==> src/rtl/seg7_scan_pkg.sv <==
// Shared definitions for the multiplexed seven-segment scan controller.
// Holds the scan FSM state encoding and the default parameter values
// used by seg7_scan_ctrl.
package seg7_scan_pkg;

    typedef enum logic [1:0] {
        IDLE  = 2'd0,
        BLANK = 2'd1,
        ON    = 2'd2,
        OFF   = 2'd3
    } scan_state_t;

    localparam int DIGITS_DEF       = 4;
    localparam int BLANK_CYCLES_DEF = 2;

endpackage

==> src/rtl/seg7_scan_ctrl_decode.sv <==
// Hex nibble to seven-segment decoder.
// Ports:
//   nibble   - 4-bit hex digit to display
//   polarity - 1 = segments active-high, 0 = active-low
//   seg      - segment pattern, bit order 6..0 = g..a
module decode_7seg_hex (
    input  logic [3:0] nibble,
    input  logic       polarity,
    output logic [6:0] seg
);

    logic [6:0] raw;

    always_comb begin
        raw = 7'h00;
        case (nibble)
            4'h0: raw = 7'h3F;
            4'h1: raw = 7'h06;
            4'h2: raw = 7'h5B;
            4'h3: raw = 7'h4F;
            4'h4: raw = 7'h66;
            4'h5: raw = 7'h6D;
            4'h6: raw = 7'h7D;
            4'h7: raw = 7'h07;
            4'h8: raw = 7'h7F;
            4'h9: raw = 7'h6F;
            4'hA: raw = 7'h77;
            4'hB: raw = 7'h7C;
            4'hC: raw = 7'h39;
            4'hD: raw = 7'h5E;
            4'hE: raw = 7'h79;
            4'hF: raw = 7'h71;
            default: raw = 7'h00;
        endcase
    end

    assign seg = polarity ? raw : ~raw;

endmodule

==> src/rtl/seg7_scan_ctrl.sv <==
// Multiplexed seven-segment display scan controller.
// Each digit gets one slot: a dark BLANK phase (anti-ghosting), an ON phase
// whose length sets brightness, then an OFF phase padding the slot to a
// fixed length of BLANK_CYCLES + 16*(prescale+1) cycles.
// Ports:
//   clk, reset  - clock, synchronous active-high reset
//   enable      - 1 = scan, 0 = dark and idle
//   value       - hex value, nibble n drives digit n
//   prescale    - sub-period length minus 1 (sampled per slot)
//   brightness  - on-time in sixteenths minus 1 (sampled per slot)
//   lz_blank    - suppress leading zero digits
//   seg_pol     - segment polarity (1 = active-high)
//   dig_pol     - digit-select polarity (1 = active-high)
//   seg_out     - shared segment lines g..a
//   dig_out     - one-hot digit selects
//   cur_digit   - index of the slot in progress
//   frame_done  - one-cycle pulse in the last cycle of the last slot
module seg7_scan_ctrl
    import seg7_scan_pkg::*;
#(
    parameter int DIGITS       = DIGITS_DEF,
    parameter int PRESCALE_W   = 16,
    parameter int BLANK_CYCLES = BLANK_CYCLES_DEF
) (
    input  logic                  clk,
    input  logic                  reset,
    input  logic                  enable,
    input  logic [4*DIGITS-1:0]   value,
    input  logic [PRESCALE_W-1:0] prescale,
    input  logic [3:0]            brightness,
    input  logic                  lz_blank,
    input  logic                  seg_pol,
    input  logic                  dig_pol,
    output logic [6:0]            seg_out,
    output logic [DIGITS-1:0]     dig_out,
    output logic [1:0]            cur_digit,
    output logic                  frame_done
);

    localparam int BW = (BLANK_CYCLES > 1) ? $clog2(BLANK_CYCLES) : 1;
    localparam logic [BW-1:0] BLANK_LAST = BW'(BLANK_CYCLES - 1);
    localparam logic [1:0]    LAST_DIGIT = 2'(DIGITS - 1);

    scan_state_t           state_reg, state_next;
    logic [1:0]            digit_reg, digit_next;
    logic [4*DIGITS-1:0]   snap_reg, snap_next;
    logic [PRESCALE_W-1:0] pre_reg, pre_next;
    logic [3:0]            bright_reg, bright_next;
    logic [BW-1:0]         bcnt_reg, bcnt_next;
    logic [PRESCALE_W-1:0] pcnt_reg, pcnt_next;
    logic [3:0]            tick_reg, tick_next;
    logic [6:0]            seg_reg, seg_next;
    logic [DIGITS-1:0]     dig_reg, dig_next;

    logic                  slot_end;
    logic                  start_slot;
    logic                  sub_end;
    logic [3:0]            nib [4];
    logic [3:0]            lz_mask;
    logic [3:0]            nib_sel;
    logic [6:0]            dec_seg;
    logic [3:0]            onehot;

    // Per-digit nibble and leading-zero flag, padded to four entries so the
    // 2-bit digit index never selects outside the vectors.
    genvar gi;
    generate
        for (gi = 0; gi < 4; gi++) begin : g_digit
            if (gi < DIGITS) begin : g_used
                assign nib[gi] = snap_reg[4*gi +: 4];
                if (gi == 0) begin : g_lsd
                    assign lz_mask[gi] = 1'b0;
                end else begin : g_upper
                    assign lz_mask[gi] = lz_blank &&
                        (snap_reg[4*DIGITS-1:4*gi] == '0);
                end
            end else begin : g_unused
                assign nib[gi]     = 4'h0;
                assign lz_mask[gi] = 1'b0;
            end
        end
    endgenerate

    assign nib_sel = nib[digit_reg];
    assign onehot  = 4'd1 << digit_reg;
    assign sub_end = (pcnt_reg == pre_reg);

    decode_7seg_hex u_decode (
        .nibble   (nib_sel),
        .polarity (1'b1),
        .seg      (dec_seg)
    );

    always_ff @(posedge clk) begin
        if (reset) begin
            state_reg  <= IDLE;
            digit_reg  <= 2'd0;
            snap_reg   <= '0;
            pre_reg    <= '0;
            bright_reg <= 4'd0;
            bcnt_reg   <= '0;
            pcnt_reg   <= '0;
            tick_reg   <= 4'd0;
            seg_reg    <= 7'd0;
            dig_reg    <= '0;
        end else begin
            state_reg  <= state_next;
            digit_reg  <= digit_next;
            snap_reg   <= snap_next;
            pre_reg    <= pre_next;
            bright_reg <= bright_next;
            bcnt_reg   <= bcnt_next;
            pcnt_reg   <= pcnt_next;
            tick_reg   <= tick_next;
            seg_reg    <= seg_next;
            dig_reg    <= dig_next;
        end
    end

    always_comb begin
        state_next  = state_reg;
        digit_next  = digit_reg;
        snap_next   = snap_reg;
        pre_next    = pre_reg;
        bright_next = bright_reg;
        bcnt_next   = bcnt_reg;
        pcnt_next   = pcnt_reg;
        tick_next   = tick_reg;
        seg_next    = 7'd0;
        dig_next    = '0;
        frame_done  = 1'b0;
        slot_end    = 1'b0;
        start_slot  = 1'b0;

        case (state_reg)
            IDLE: begin
                if (enable) begin
                    start_slot = 1'b1;
                    digit_next = 2'd0;
                end
            end
            BLANK: begin
                if (bcnt_reg == BLANK_LAST) begin
                    state_next = ON;
                    pcnt_next  = '0;
                    tick_next  = 4'd0;
                end else begin
                    bcnt_next = bcnt_reg + BW'(1);
                end
            end
            ON: begin
                // tick counts sixteenths across ON and OFF so the slot length
                // stays fixed whatever the brightness.
                if (sub_end) begin
                    pcnt_next = '0;
                    if (tick_reg == bright_reg) begin
                        if (bright_reg == 4'd15) begin
                            slot_end = 1'b1;
                        end else begin
                            state_next = OFF;
                            tick_next  = tick_reg + 4'd1;
                        end
                    end else begin
                        tick_next = tick_reg + 4'd1;
                    end
                end else begin
                    pcnt_next = pcnt_reg + PRESCALE_W'(1);
                end
            end
            OFF: begin
                if (sub_end) begin
                    pcnt_next = '0;
                    if (tick_reg == 4'd15) begin
                        slot_end = 1'b1;
                    end else begin
                        tick_next = tick_reg + 4'd1;
                    end
                end else begin
                    pcnt_next = pcnt_reg + PRESCALE_W'(1);
                end
            end
            default: state_next = IDLE;
        endcase

        if (slot_end) begin
            start_slot = 1'b1;
            if (digit_reg == LAST_DIGIT) begin
                frame_done = 1'b1;
                digit_next = 2'd0;
            end else begin
                digit_next = digit_reg + 2'd1;
            end
        end

        // Timing and (on digit 0) the displayed value are latched at slot
        // start so a frame is never torn by mid-scan input changes.
        if (start_slot) begin
            state_next  = BLANK;
            bcnt_next   = '0;
            pre_next    = prescale;
            bright_next = brightness;
            if (digit_next == 2'd0) begin
                snap_next = value;
            end
        end

        if (!enable) begin
            state_next = IDLE;
            digit_next = 2'd0;
            frame_done = 1'b0;
        end

        if (reset) begin
            frame_done = 1'b0;
        end

        // Outputs are computed for the next state so the registered drive
        // lines up with the state register. ON is only entered from BLANK
        // or held, so the current digit and snapshot are already correct.
        if (state_next == ON) begin
            dig_next = onehot[DIGITS-1:0];
            seg_next = lz_mask[digit_reg] ? 7'd0 : dec_seg;
        end
    end

    assign seg_out   = seg_pol ? seg_reg : ~seg_reg;
    assign dig_out   = dig_pol ? dig_reg : ~dig_reg;
    assign cur_digit = digit_reg;

endmodule
==> config.mk <==
export PLATFORM = sky130hd
export DESIGN_NAME = seg7_scan_ctrl
export DESIGN_NICKNAME = d
export VERILOG_FILES = /design/src/rtl/seg7_scan_pkg.sv /design/src/rtl/seg7_scan_ctrl_decode.sv /design/src/rtl/seg7_scan_ctrl.sv
export SDC_FILE = /design/constraint.sdc
export NUM_CORES = 1
export LEC_CHECK = 0
export ABC_AREA = 1
export CAP_MARGIN = 40
export CORE_MARGIN = 8
export CORE_UTILIZATION = 51
export DETAILED_ROUTE_END_ITERATION = 8
export DONT_BUFFER_PORTS = 1
export GPL_TIMING_DRIVEN = 0
export PLACE_DENSITY = 0.76
export SLEW_MARGIN = 10
export SYNTH_ARGS = -nofsm -noshare
export SYNTH_HDL_FRONTEND = slang
export SYNTH_SLANG_ARGS = --single-unit
==> constraint.sdc <==
create_clock -name clk -period 4.4 [get_ports clk]
set_input_delay 0.22 -clock clk [delete_from_list [all_inputs] [get_ports clk]]
set_output_delay 0.22 -clock clk [all_outputs]
set_load 0.005 [all_outputs]
# ---- After elaboration in Yosys (flattened, before gate mapping)
# Memory sizes are Yosys's and may differ from the RTL's. A register that Yosys moved wholly into a read port is not among the register bits.
# Cells that the tools add are included.
dict set report totals {
  mem_count 1
  register_bits 65
  rom_bits 112
  output_inout_bits 14
}
dict set report op_classes {
  reduce_logical 18
  shifts 1
  n_eq_ne 14
  order_cmp 2
  addsub 4
  muxes 42
  bitwise_logic 5
}
# name words width read_ports rd_ports_with_merged_regs wr line
set mem_list {}
lappend mem_list {{(no name shown)} 16 7 1 1 0 seg7_scan_ctrl_decode.sv:16} ;# case (nibble)
# op n
set op_table {}
lappend op_table {{4-bit 2-to-1 mux} 9}
lappend op_table {{16-bit 2-to-1 mux} 2}
lappend op_table {{16-bit case mux with 2 select lines} 1}
lappend op_table {{2-bit 2-to-1 mux} 10}
lappend op_table {{16-bit by 1-bit adder with 16-bit output (second input constant)} 1}
lappend op_table {{16-bit equality test} 1}
lappend op_table {{1-bit 2-to-1 mux} 14}
lappend op_table {{12-bit zero test} 1}
lappend op_table {{4-bit case mux with 3 select lines} 1}
lappend op_table {{4-bit binary-select mux with 2-bit select} 1}
lappend op_table {{2-bit equality test (second input constant)} 4}
lappend op_table {{4-bit equality test (second input constant)} 2}
lappend op_table {{8-bit zero test} 1}
lappend op_table {{2-bit != test (second input constant)} 4}
lappend op_table {{2-bit OR reduction} 4}
lappend op_table {{7-bit 2-to-1 mux} 1}
lappend op_table {{7-bit inverter} 1}
lappend op_table {{6-bit AND reduction} 1}
lappend op_table {{4-bit by 1-bit adder with 4-bit output (second input constant)} 1}
lappend op_table {{4-bit equality test} 1}
lappend op_table {{2-bit zero test} 2}
lappend op_table {{4-bit zero test} 1}
lappend op_table {{4-bit inverter} 1}
lappend op_table {{2-bit case mux with 2 select lines} 1}
lappend op_table {{other kinds (16)} 20}

# ---- Logic depth before layout (Yosys ltp)
# Gate-level depths: netlist of run 1.
dict set report depth {
  ltp_word 11
  ltp_mapped 15
}

# ---- Cells and area by module
# A second synthesis of run 1 with hierarchy kept.
dict set report unflattened {
  cells_unflattened 660
  area_unflattened_um2 4196.5
}
# mod area_each_um2 instances seq_area_each_um2 cells_per_inst
set by_module_without_submodules {}
lappend by_module_without_submodules {seg7_scan_ctrl 3824.9 1 1441.4 588}
lappend by_module_without_submodules {decode_7seg_hex 371.6 1 0.0 72}

# ---- Worst setup path before layout of run 1
# No wires, ideal clock.
dict set report synth_timing {
  kind {reg-to-reg}
  from {register digit_reg[0] (netlist: cur_digit[0])}
  to {register seg_reg[0]}
  setup_ns 0.066
  arrival_ns 1.931
  setup_slack_ns 2.403
  stages_incl_launch_ff 12
  required_time_ns 4.334
  cell_sequence {dfxtp_1 > inv_1 > clkbuf_1 > nand2_1 > a32oi_1 > inv_1 > ha_1 > inv_1 > nor2_1 > o32ai_1 > inv_1 > nor2_1}
}
dict set report synth_via {
  elab_chain_len 4
  word_cells_on_any_way 7
  classes_between {mux (5); bitwise (1); reduce/logical (1)}
}
# element line
set synth_lines {}
lappend synth_lines {{from (decl)} seg7_scan_ctrl.sv:45} ;# logic [1:0] digit_reg, digit_next;
lappend synth_lines {{from (signal assigned)} seg7_scan_ctrl.sv:108} ;# digit_reg <= digit_next;
lappend synth_lines {{2-bit inverter with 3-bit output (implied by the code)} seg7_scan_ctrl.sv:84} ;# assign nib_sel = nib[digit_reg];
lappend synth_lines {{4-bit binary-select mux with 2-bit select} seg7_scan_ctrl.sv:84}
lappend synth_lines {{4-bit 2-to-1 mux (implied by the code) (2 in a row)} seg7_scan_ctrl.sv:84}
lappend synth_lines {{to (decl)} seg7_scan_ctrl.sv:52} ;# logic [6:0] seg_reg, seg_next;
# Parallel ways exist; a longest one is shown, timed or not. The select of a mux whose other input is x is not followed.
# A chain may end at the register's enable or synchronous reset.

# ---- Final worst setup path of run 1
dict set report layout_timing {
  from {register digit_reg[0] (netlist: cur_digit[0])}
  to {register seg_reg[3]}
}
# The elaborated chain is that of the path after synthesis.

==> results of run 1 <==
path summary, 6_finish.rpt:
| check | startpoint | endpoint | slack (ns) | cells past startpoint |
|---|---|---|---|---|
| max | cur_digit[0] | seg_reg[3] | 1.95 | 10 |
| min reg2reg | pre_reg[15] | pre_reg[15] | 0.47 | 2 |
| min | prescale[11] | pre_reg[11] | 0.005 | 2 |
| max reg2reg | cur_digit[0] | seg_reg[3] | 1.95 | 10 |
kinds of logic after synthesis:
| logic type | Yosys count |
|---|---|
| compound gates | 82 |
| xor+xnor | 24 |
| simple gates | 285 |
| buf+inv | 103 |
| flops | 72 |
| fa+ha+maj | 15 |
through the flow:
step                worst slack (ns)  util [%]
floorplan                       2.40         -
global placement                2.07      53.2
detailed placement              2.02      53.2
CTS                             1.99      56.4
global route                    1.61      56.4
finish                          1.95      56.4
layout make-up:
cell class	count	area share, %
clock inverters	5	1.84
clock buffers	11	3.53
repair buffers	1	0.233
well taps	102	2.97
inverters	87	7.61
flip-flops and latches	72	33.6
plain buffers	16	2.04
multi-input cells	406	48.2
routing by layer:
metal	vias to the layer above	track usage, %	part of all wire [%]
met5	-	0	0
met4	0	7.34	2.2
met3	18	3.35	5.5
met2	88	28.0	46
met1	1657	21.6	46
li1	1850	-	-
layout by cell type, fill, tap and decap left out, types with 3 or more instances in the layout:
master    instances
nor2_1           96
ha_1             15
o21ai_0          33
nand3_1          32
a21oi_1          29
o21ai_1           3
a211oi_1          6
clkbuf_1          7
dfxtp_1          72
buf_2             3
inv_1            81
inv_2             5
buf_6             3
clkbuf_8         11
o211ai_1          3
xnor2_1          16
nand4_1           5
xor2_1            8
nand2_1         128
nor3_1            9
nor4_1            4
report_power, final:
| group | leakage [nW] | internal (mW) | switching (mW) | total (mW) |
|---|---|---|---|---|
| logic | 1.22 | 0.0626 | 0.111 | 0.174 |
| registers | 0.589 | 0.679 | 0.0190 | 0.698 |
| clock network | 0.119 | 0.349 | 0.258 | 0.608 |
repair_timing:
item                                    in CTS  in global routing
hold buffers                                 1                  0
endpoints found under the setup margin       0                  0
endpoints found under the hold margin        4                  0
==> impl_metrics.env, run 1 <==
export IMPL_portBuffers=0
export IMPL_cp_data_arrival_time_ns=2.69
export IMPL_ys_top_cells_by_area="dfxtp_1 (37%), nand2_1 (12%), nor2_1 (9.2%)"
export IMPL_dr_first_iter_drc_count=172
export IMPL_first_pass_iters=5
export IMPL_grt_pass1_wl_um=15600
export IMPL_cts_tree="yes"
export IMPL_fin_cells=700
export IMPL_die_w_um=104
export IMPL_synth_compound_area_share_pct=11.7
export IMPL_drv_slew=0
export IMPL_routedWlPerCell_um=13.2
export IMPL_status="finished, final reports clean"
export IMPL_rsz0062_at_grt="no"
export IMPL_cts_sinks=72
export IMPL_clkTransAtPathRegs_ns=0.09
export IMPL_synth_net_count=638
export IMPL_synth_top_family_by_area="simple AND/OR/NAND/NOR gates"
export IMPL_insertion_delay_ns=0.36
export IMPL_total_leakage_power_nw=1.93
export IMPL_synth_fa_ha_area_share_pct=4.78
export IMPL_core_area_mm2=0.00761
export IMPL_power_density_mw_per_mm2=345
export IMPL_path_delay_family="buffers and inverters"
export IMPL_ys_seq_area_share_pct=36.7
export IMPL_maxCapViolations=0
export IMPL_syn_cell_area_mm2=0.00392
export IMPL_finClkSkew_ns=0.0177
export IMPL_holdWs_ns=0.00452
export IMPL_gp_routability_congestion=0.870
export IMPL_clock_tree_root_cell="clkbuf_8"
export IMPL_layout_nets=650
export IMPL_path_buf_inv=3
export IMPL_ant_nets=0
export IMPL_die_h_um=104
export IMPL_synth_edf_count=0
export IMPL_clockBufferDepth=2
export IMPL_report_final_hold_viol_count=0
export IMPL_cp_required_ns=4.64
export IMPL_place_area_mm2=0.00405
export IMPL_yosysTopAreaCell="dfxtp_1"
export IMPL_register_area_mm2=0.00144
export IMPL_yosys_cell_types_count=38
export IMPL_diodes=0
export IMPL_vdd_drop_max_mv=0.205
export IMPL_ctsResizeCount=0
export IMPL_place_inst=683
export IMPL_cts_setup_buffers=0
export IMPL_slowest_stage="a32oi_1"
export IMPL_worst_slew_margin_rel_pct=62.7
export IMPL_ys_warn_count=0
export IMPL_vias=3613
export IMPL_htreeDepth=3
export IMPL_fp_row_count=32
export IMPL_cp_slowest_stage_delay_ns=0.43
export IMPL_synth_simple_area_share_pct=30.8
export IMPL_num_io_pins=56
export IMPL_clock_fmax_mhz=409
export IMPL_synth_main_ff_cell="dfxtp_1"
export IMPL_final_cell_area_mm2=0.00429
export IMPL_worstMarginPinSlew_ns=0.560
export IMPL_grt_overflow=0
export IMPL_cts_buffers=9
export IMPL_path_class="flip-flop to flip-flop"
export IMPL_setup_viol=0
export IMPL_min_period_over_period_pct=55.6
export IMPL_cp_end_kind="flip-flop"
export IMPL_drc=0
export IMPL_start_util_pct=51.6
export IMPL_drive_gt1_share_pct=6.52
export IMPL_path_cells="inv_1, clkbuf_1, nand2_1, a32oi_1, inv_1, ha_1, nand2_1, nand2_1, o21ai_0, nor2_1"
export IMPL_synthTopCellsByCount="nand2_1 (128), nor2_1 (96), inv_1 (81), dfxtp_1 (72), o21ai_0 (33)"
export IMPL_grt_max_degree=13
export IMPL_cpMostUsedCell="nand2_1"
export IMPL_power_mw=1.48
export IMPL_dieArea_mm2=0.0108
export IMPL_yosysMostFrequentCell="nand2_1"
export IMPL_areaGrowthSynthToFinish_pct=9.38
export IMPL_place_hpwl_um=6960
export IMPL_fill_cells=726
export IMPL_wl_um=9220
export IMPL_viasPerCell=5.16
export IMPL_start_kind="flip-flop"
export IMPL_synth_top_area_share_pct=36.7
export IMPL_hold_path_class="input port to flip-flop"
export IMPL_crit_fanout=10
export IMPL_muxShareOfSynthArea_pct=0
export IMPL_grt_pass1_vias=3392
export IMPL_async_flop_share_pct=0
export IMPL_synth_seq_cells=72
export IMPL_grt_use_total_pct=17.2
export IMPL_setup_tns_final_ns=0
export IMPL_multi_input_area_mm2=0.00207
export IMPL_synth_xor_area_share_pct=5.36
export IMPL_finalCriticalPeriod_ns=2.45
export IMPL_antenna_found_initial=0
export IMPL_netlist_instances=581
export IMPL_syn_avg_cell_area_um2=6.75
Note: power is estimated with default switching activity, not from simulation.
==> run 2, diff against run 1 <==
--- a/config.mk
+++ b/config.mk
@@ -12,7 +12,7 @@
 export DETAILED_ROUTE_END_ITERATION = 8
 export DONT_BUFFER_PORTS = 1
 export GPL_TIMING_DRIVEN = 0
-export PLACE_DENSITY = 0.76
+export PLACE_DENSITY = 0.79
 export SLEW_MARGIN = 10
 export SYNTH_ARGS = -nofsm -noshare
 export SYNTH_HDL_FRONTEND = slang
==> constraint.sdc (replaced) <==
create_clock -name clk -period 2.15 [get_ports clk]
set_input_delay 0.1075 -clock clk [delete_from_list [all_inputs] [get_ports clk]]
set_output_delay 0.1075 -clock clk [all_outputs]
set_load 0.005 [all_outputs]
==> run 2 against run 1 <==
Net effect: the run now ends with hold timing left; total power up 99%; sequential power up 100%; clock power is 78% higher; register-to-register slack worse by 1.8 ns; largest power group unchanged; highest routed layer unchanged.
==> impl_metrics.env, run 2 (same netlist as run 1, synthesis figures left out) <==
export IMPL_path_class="flip-flop to flip-flop"
export IMPL_hold_path_class="input port to flip-flop"
export IMPL_holdPathStages=2
export IMPL_clock_fmax_mhz=490
export IMPL_die_h_um=104
export IMPL_power_mw=2.95
export IMPL_insertion_delay_ns=0.36
export IMPL_vdd_drop_max_mv=0.381
export IMPL_wl_um=10200
export IMPL_violations="hold timing"
export IMPL_cts_sinks=72
export IMPL_hp_start="prescale[13]"
export IMPL_grt_pass1_wl_um=16600
export IMPL_areaGrowthSynthToFinish_pct=21.0
export IMPL_portBuffers=0
export IMPL_grt_overflow=0
export IMPL_cp_data_arrival_time_ns=2.29
export IMPL_final_core_util_pct=62.4
export IMPL_finClkSkew_ns=0.0157
export IMPL_first_pass_iters=5
export IMPL_worst_slew_margin_rel_pct=62.1
export IMPL_maxCapViolations=0
export IMPL_worstMarginPinSlew_ns=0.568
export IMPL_die_w_um=104
export IMPL_min_period_over_period_pct=95.0
export IMPL_reg2reg_depth=11
export IMPL_startpoint="pcnt_reg[7]"
export IMPL_cp_slowest_stage_delay_ns=0.47
export IMPL_fp_row_count=32
export IMPL_dieArea_mm2=0.0108
export IMPL_drc=0
export IMPL_grt_max_degree=14
export IMPL_whs_endpoint="pre_reg[13]"
export IMPL_slowest_stage="dfxtp_1"
export IMPL_diodes=0
export IMPL_grt_pass1_vias=3671
export IMPL_num_io_pins=56
export IMPL_setup_viol=0
export IMPL_clockBufferDepth=2
export IMPL_htreeDepth=3
export IMPL_ff2ff_setup_slack_ns=0.11
export IMPL_antenna_found_initial=0
export IMPL_clock_tree_root_cell="clkbuf_8"
export IMPL_ant_nets=0
export IMPL_drv_slew=0
export IMPL_routedWlPerCell_um=13.8
export IMPL_regToRegEndpoint="pre_reg[10]"
export IMPL_power_density_mw_per_mm2=621
export IMPL_fin_cells=740
export IMPL_total_leakage_power_nw=2.10
export IMPL_setup_tns_final_ns=0
export IMPL_cp_end_kind="flip-flop"
export IMPL_viasPerCell=5.18
export IMPL_cts_buffers=9
export IMPL_place_inst=683
export IMPL_start_kind="flip-flop"
export IMPL_place_hpwl_um=7000
export IMPL_path_cells="xnor2_1, nand2_1, nor2_1, nand2_1, nor2_4, nand3_2, nand2_4, inv_4, clkbuf_2, o21ai_0, a21oi_1"
export IMPL_layout_nets=690
export IMPL_mostFrequentLayoutCell="nand2_1"
export IMPL_cts_tree="yes"
export IMPL_crit_fanout=10
export IMPL_drive_gt1_share_pct=11.0
export IMPL_status="finished, violations left"
export IMPL_dr_first_iter_drc_count=229
export IMPL_holdWs_ns=-0.0189
export IMPL_report_final_hold_viol_count=2
export IMPL_gp_routability_congestion=0.878
export IMPL_core_area_mm2=0.00761
export IMPL_final_cell_mix="nand2_1 (125), nor2_1 (93), inv_1 (78)"
export IMPL_grt_use_total_pct=18.4
export IMPL_cp_required_ns=2.40
export IMPL_finalCriticalPeriod_ns=2.04
export IMPL_vias=3832
export IMPL_cpMostUsedCell="nand2_1"
export IMPL_crit_reg2reg_launch="pcnt_reg[7]"
export IMPL_clkTransAtPathRegs_ns=0.09
export IMPL_start_util_pct=51.6
==> run 2: per-layer routing <==
layer,GRT usage (%),part of all wire (%)
met1,20.6,42
met2,31.6,48
met3,3.90,4.9
met4,11.1,4.5
met5,0,0
==> run 2: how the worst max path moves through the flow <==
stage,depth (start not counted),slack [ns],endpoint
final,11,0.11,pre_reg[10]
after CTS,11,0.005,seg_reg[0]
after floorplan,11,0.15,seg_reg[0]
after global placement,10,-0.22,seg_reg[0]
after global routing,12,-0.02,pcnt_reg[14]
after detailed placement,11,-0.27,seg_reg[0]
==> run 2: final cells by class <==
type                            instances  area (um2)
Buffer                                 16        98.8
Clock buffer                            9         124
Clock inverter                          7        72.6
Fill cell                             655        2860
Inverter                               87         333
Multi-Input combinational cell        406        2150
Sequential cell                        72        1450
Tap cell                              102         128
Timing Repair Buffer                   41         393
==> run 2: critical path, delay by kind of cell (launching register included) <==
family,cells,cell delay [ns]
flops,1,0.47
compound gates,2,0.32
buf+inv,2,0.28
simple gates,6,0.72
xor+xnor,1,0.16
==> run 2: power breakdown <==
part	internal, mW	total [mW]	switching [mW]
combinational	0.182	0.434	0.253
clock	0.535	1.08	0.545
sequential	1.39	1.43	0.0422
==> run 2: through the flow <==
step	worst slack (ns)	hold WS (ns)	area, um2
after global placement	-0.217	0.179	4050
final	0.107	-0.0189	4740
after detailed placement	-0.270	0.180	4050
after global routing	-0.0243	0.00353	4740
after CTS	0.00478	0.00365	4620
after floorplan	0.153	0.177	3920
==> run 2: what timing repair did <==
item                       in CTS  in global routing
hold endpoints to repair       38                  0
pin swaps                       0                  6
gates resized for setup         8                 34
buffers inserted                0                  7
setup endpoints to repair      17                 55
hold buffers                   34                  0
==> run 3, diff against run 2 <==
--- a/config.mk
+++ b/config.mk
@@ -6,13 +6,13 @@
 export NUM_CORES = 1
 export LEC_CHECK = 0
 export ABC_AREA = 1
+export BUFFER_PORTS_ARGS = -buffer_cell sky130_fd_sc_hd__buf_2
 export CAP_MARGIN = 40
 export CORE_MARGIN = 8
 export CORE_UTILIZATION = 51
 export DETAILED_ROUTE_END_ITERATION = 8
-export DONT_BUFFER_PORTS = 1
 export GPL_TIMING_DRIVEN = 0
-export PLACE_DENSITY = 0.79
+export PLACE_DENSITY = 0.85
 export SLEW_MARGIN = 10
 export SYNTH_ARGS = -nofsm -noshare
 export SYNTH_HDL_FRONTEND = slang
==> run 3 against run 2 <==
Net effect: the run now ends clean; hold slack improved by 0.029 ns; global-route usage decreased by 0.29 points; count of clock-buffer cells in the layout increased by 4; core utilization decreased by 1.4 points; final cell count increased by 1.9%; non-clock buffer count increased by 14; sequential power about the same; via count increased by 0.97%; clock power about the same; combinational power decreased by 4%; total power decreased by 0.17%; first-iteration DRC count increased by 7.9%; largest cell class unchanged; largest power group unchanged; highest routed layer unchanged.
==> impl_metrics.env, run 3 (same netlist as run 1, synthesis figures left out) <==
export IMPL_drc=0
export IMPL_min_period_over_period_pct=93.2
export IMPL_viasPerCell=5.13
export IMPL_holdPathStages=3
export IMPL_drive_gt1_share_pct=17.8
export IMPL_cp_end_kind="flip-flop"
export IMPL_first_pass_iters=5
export IMPL_routedWlPerCell_um=13.0
export IMPL_areaGrowthSynthToFinish_pct=18.2
export IMPL_status="finished, final reports clean"
export IMPL_reg2reg_depth=12
export IMPL_maxCapViolations=0
export IMPL_die_h_um=104
export IMPL_path_class="flip-flop to flip-flop"
export IMPL_start_kind="flip-flop"
export IMPL_insertion_delay_ns=0.35
export IMPL_cts_buffers=9
export IMPL_clockBufferDepth=2
export IMPL_layout_nets=704
export IMPL_final_cell_mix="nand2_1 (126), nor2_1 (93), inv_1 (77)"
export IMPL_grt_overflow=0
export IMPL_setup_viol=0
export IMPL_crit_fanout=10
export IMPL_wl_um=9790
export IMPL_vdd_drop_max_mv=0.288
export IMPL_cp_required_ns=2.39
export IMPL_met1_usage_pct=20.8
export IMPL_finalCriticalPeriod_ns=2.00
export IMPL_grt_pass1_vias=3880
export IMPL_mostFrequentLayoutCell="nand2_1"
export IMPL_vias=3869
export IMPL_power_mw=2.94
export IMPL_startpoint="state_reg[0]"
export IMPL_busiest_layer="met2"
export IMPL_fp_row_count=32
export IMPL_preCtsSetupSlack_ns=-0.280
export IMPL_clock_tree_root_cell="clkbuf_8"
export IMPL_cts_tree="yes"
export IMPL_grtUsageMet3_pct=3.53
export IMPL_portBuffers=53
export IMPL_antenna_found_initial=0
export IMPL_dr_first_iter_drc_count=247
export IMPL_total_leakage_power_nw=2.15
export IMPL_worstMarginPinSlew_ns=0.478
export IMPL_fin_cells=754
export IMPL_hp_start="brightness[3]"
export IMPL_clock_fmax_mhz=499
export IMPL_gp_routability_congestion=0.889
export IMPL_die_w_um=104
export IMPL_start_util_pct=51.6
export IMPL_ant_nets=0
export IMPL_cts_sinks=72
export IMPL_cp_data_arrival_time_ns=2.24
export IMPL_grt_max_degree=12
export IMPL_hold_path_class="input port to flip-flop"
export IMPL_place_hpwl_um=7360
export IMPL_grt_use_total_pct=18.2
export IMPL_report_final_hold_viol_count=0
export IMPL_num_io_pins=56
export IMPL_power_density_mw_per_mm2=635
export IMPL_htreeDepth=3
export IMPL_core_area_mm2=0.00761
export IMPL_crit_reg2reg_launch="state_reg[0]"
export IMPL_place_inst=736
export IMPL_setup_ws_ns=0.147
export IMPL_worst_slew_margin_rel_pct=68.1
export IMPL_holdWs_ns=0.0104
export IMPL_dieArea_mm2=0.0108
export IMPL_drv_slew=0
export IMPL_grt_pass1_wl_um=16700
export IMPL_finClkSkew_ns=0.00915
export IMPL_clkTransAtPathRegs_ns=0.08
export IMPL_met2_usage_pct=31.2
export IMPL_diodes=0
-- run 3: cell count changes in the layout (fill, tap and decap cells not counted), moves of 2 or more --
cell	delta
dfxtp_2	+2
buf_4	-6
clkbuf_1	+2
buf_2	+53
dfxtp_1	-2
clkbuf_8	+2
clkinv_4	-2
inv_2	+2
dlygate4sd3_1	-33
clkinvlp_4	-2
-- run 3: timing repair --
action,in CTS,in global routing
pin swaps,0,2
hold endpoints to repair,1,0
setup buffers,0,1
endpoints found under the setup margin,14,44
hold buffers,1,0
resized for setup,11,31
-- run 3: path summary, 6_finish.rpt --
path	endpoint	slack [ns]
setup reg to reg	pre_reg[8]	0.15
setup / recovery	pre_reg[8]	0.15
hold / removal	bright_reg[3]	0.01
hold reg to reg	pre_reg[13]	0.48
-- run 3: where the power goes --
part	switching [mW]	internal [mW]	leakage, nW
clock network	0.496	0.597	0.103
registers	0.0415	1.39	0.592
logic	0.249	0.167	1.46
total	0.787	2.15	2.15
-- run 3: critical path, cell delays in order, from the launching register on --
cell      delay, ns
dfxtp_1        0.35
inv_2          0.10
ha_2           0.20
inv_1          0.07
nor2_1         0.12
nand3_1        0.11
nand2_1        0.15
nand3_4        0.11
nand2_4        0.13
inv_2          0.09
clkbuf_2       0.21
o21ai_0        0.21
a21oi_1        0.06
-- run 3: metal layers --
metal	up-vias	part of all wire, %	wire, um
li1	1968	-	-
met1	1778	42	4150
met2	101	51	4980
met3	22	4.4	427
met4	0	2.3	230
met5	-	0	0
-- run 3: cell type report --
cell class	instances	area, um2
Timing Repair Buffer	55	283
Clock buffer	13	159
Clock inverter	3	40.0
Buffer	16	98.8
Multi-Input combinational cell	406	2150
Fill cell	676	2970
Inverter	87	332
Sequential cell	72	1450
Tap cell	102	128
-- run 3: stage by stage --
| stage | utilization [%] | cell area, um2 | setup TNS [ns] |
|---|---|---|---|
| after floorplan | - | 3920 | 0 |
| after global placement | 56.7 | 4320 | -0.548 |
| after detailed placement | 56.7 | 4320 | -1.45 |
| after CTS | 59.9 | 4560 | 0 |
| after global routing | 60.9 | 4640 | -0.0106 |
| final | 60.9 | 4640 | 0 |
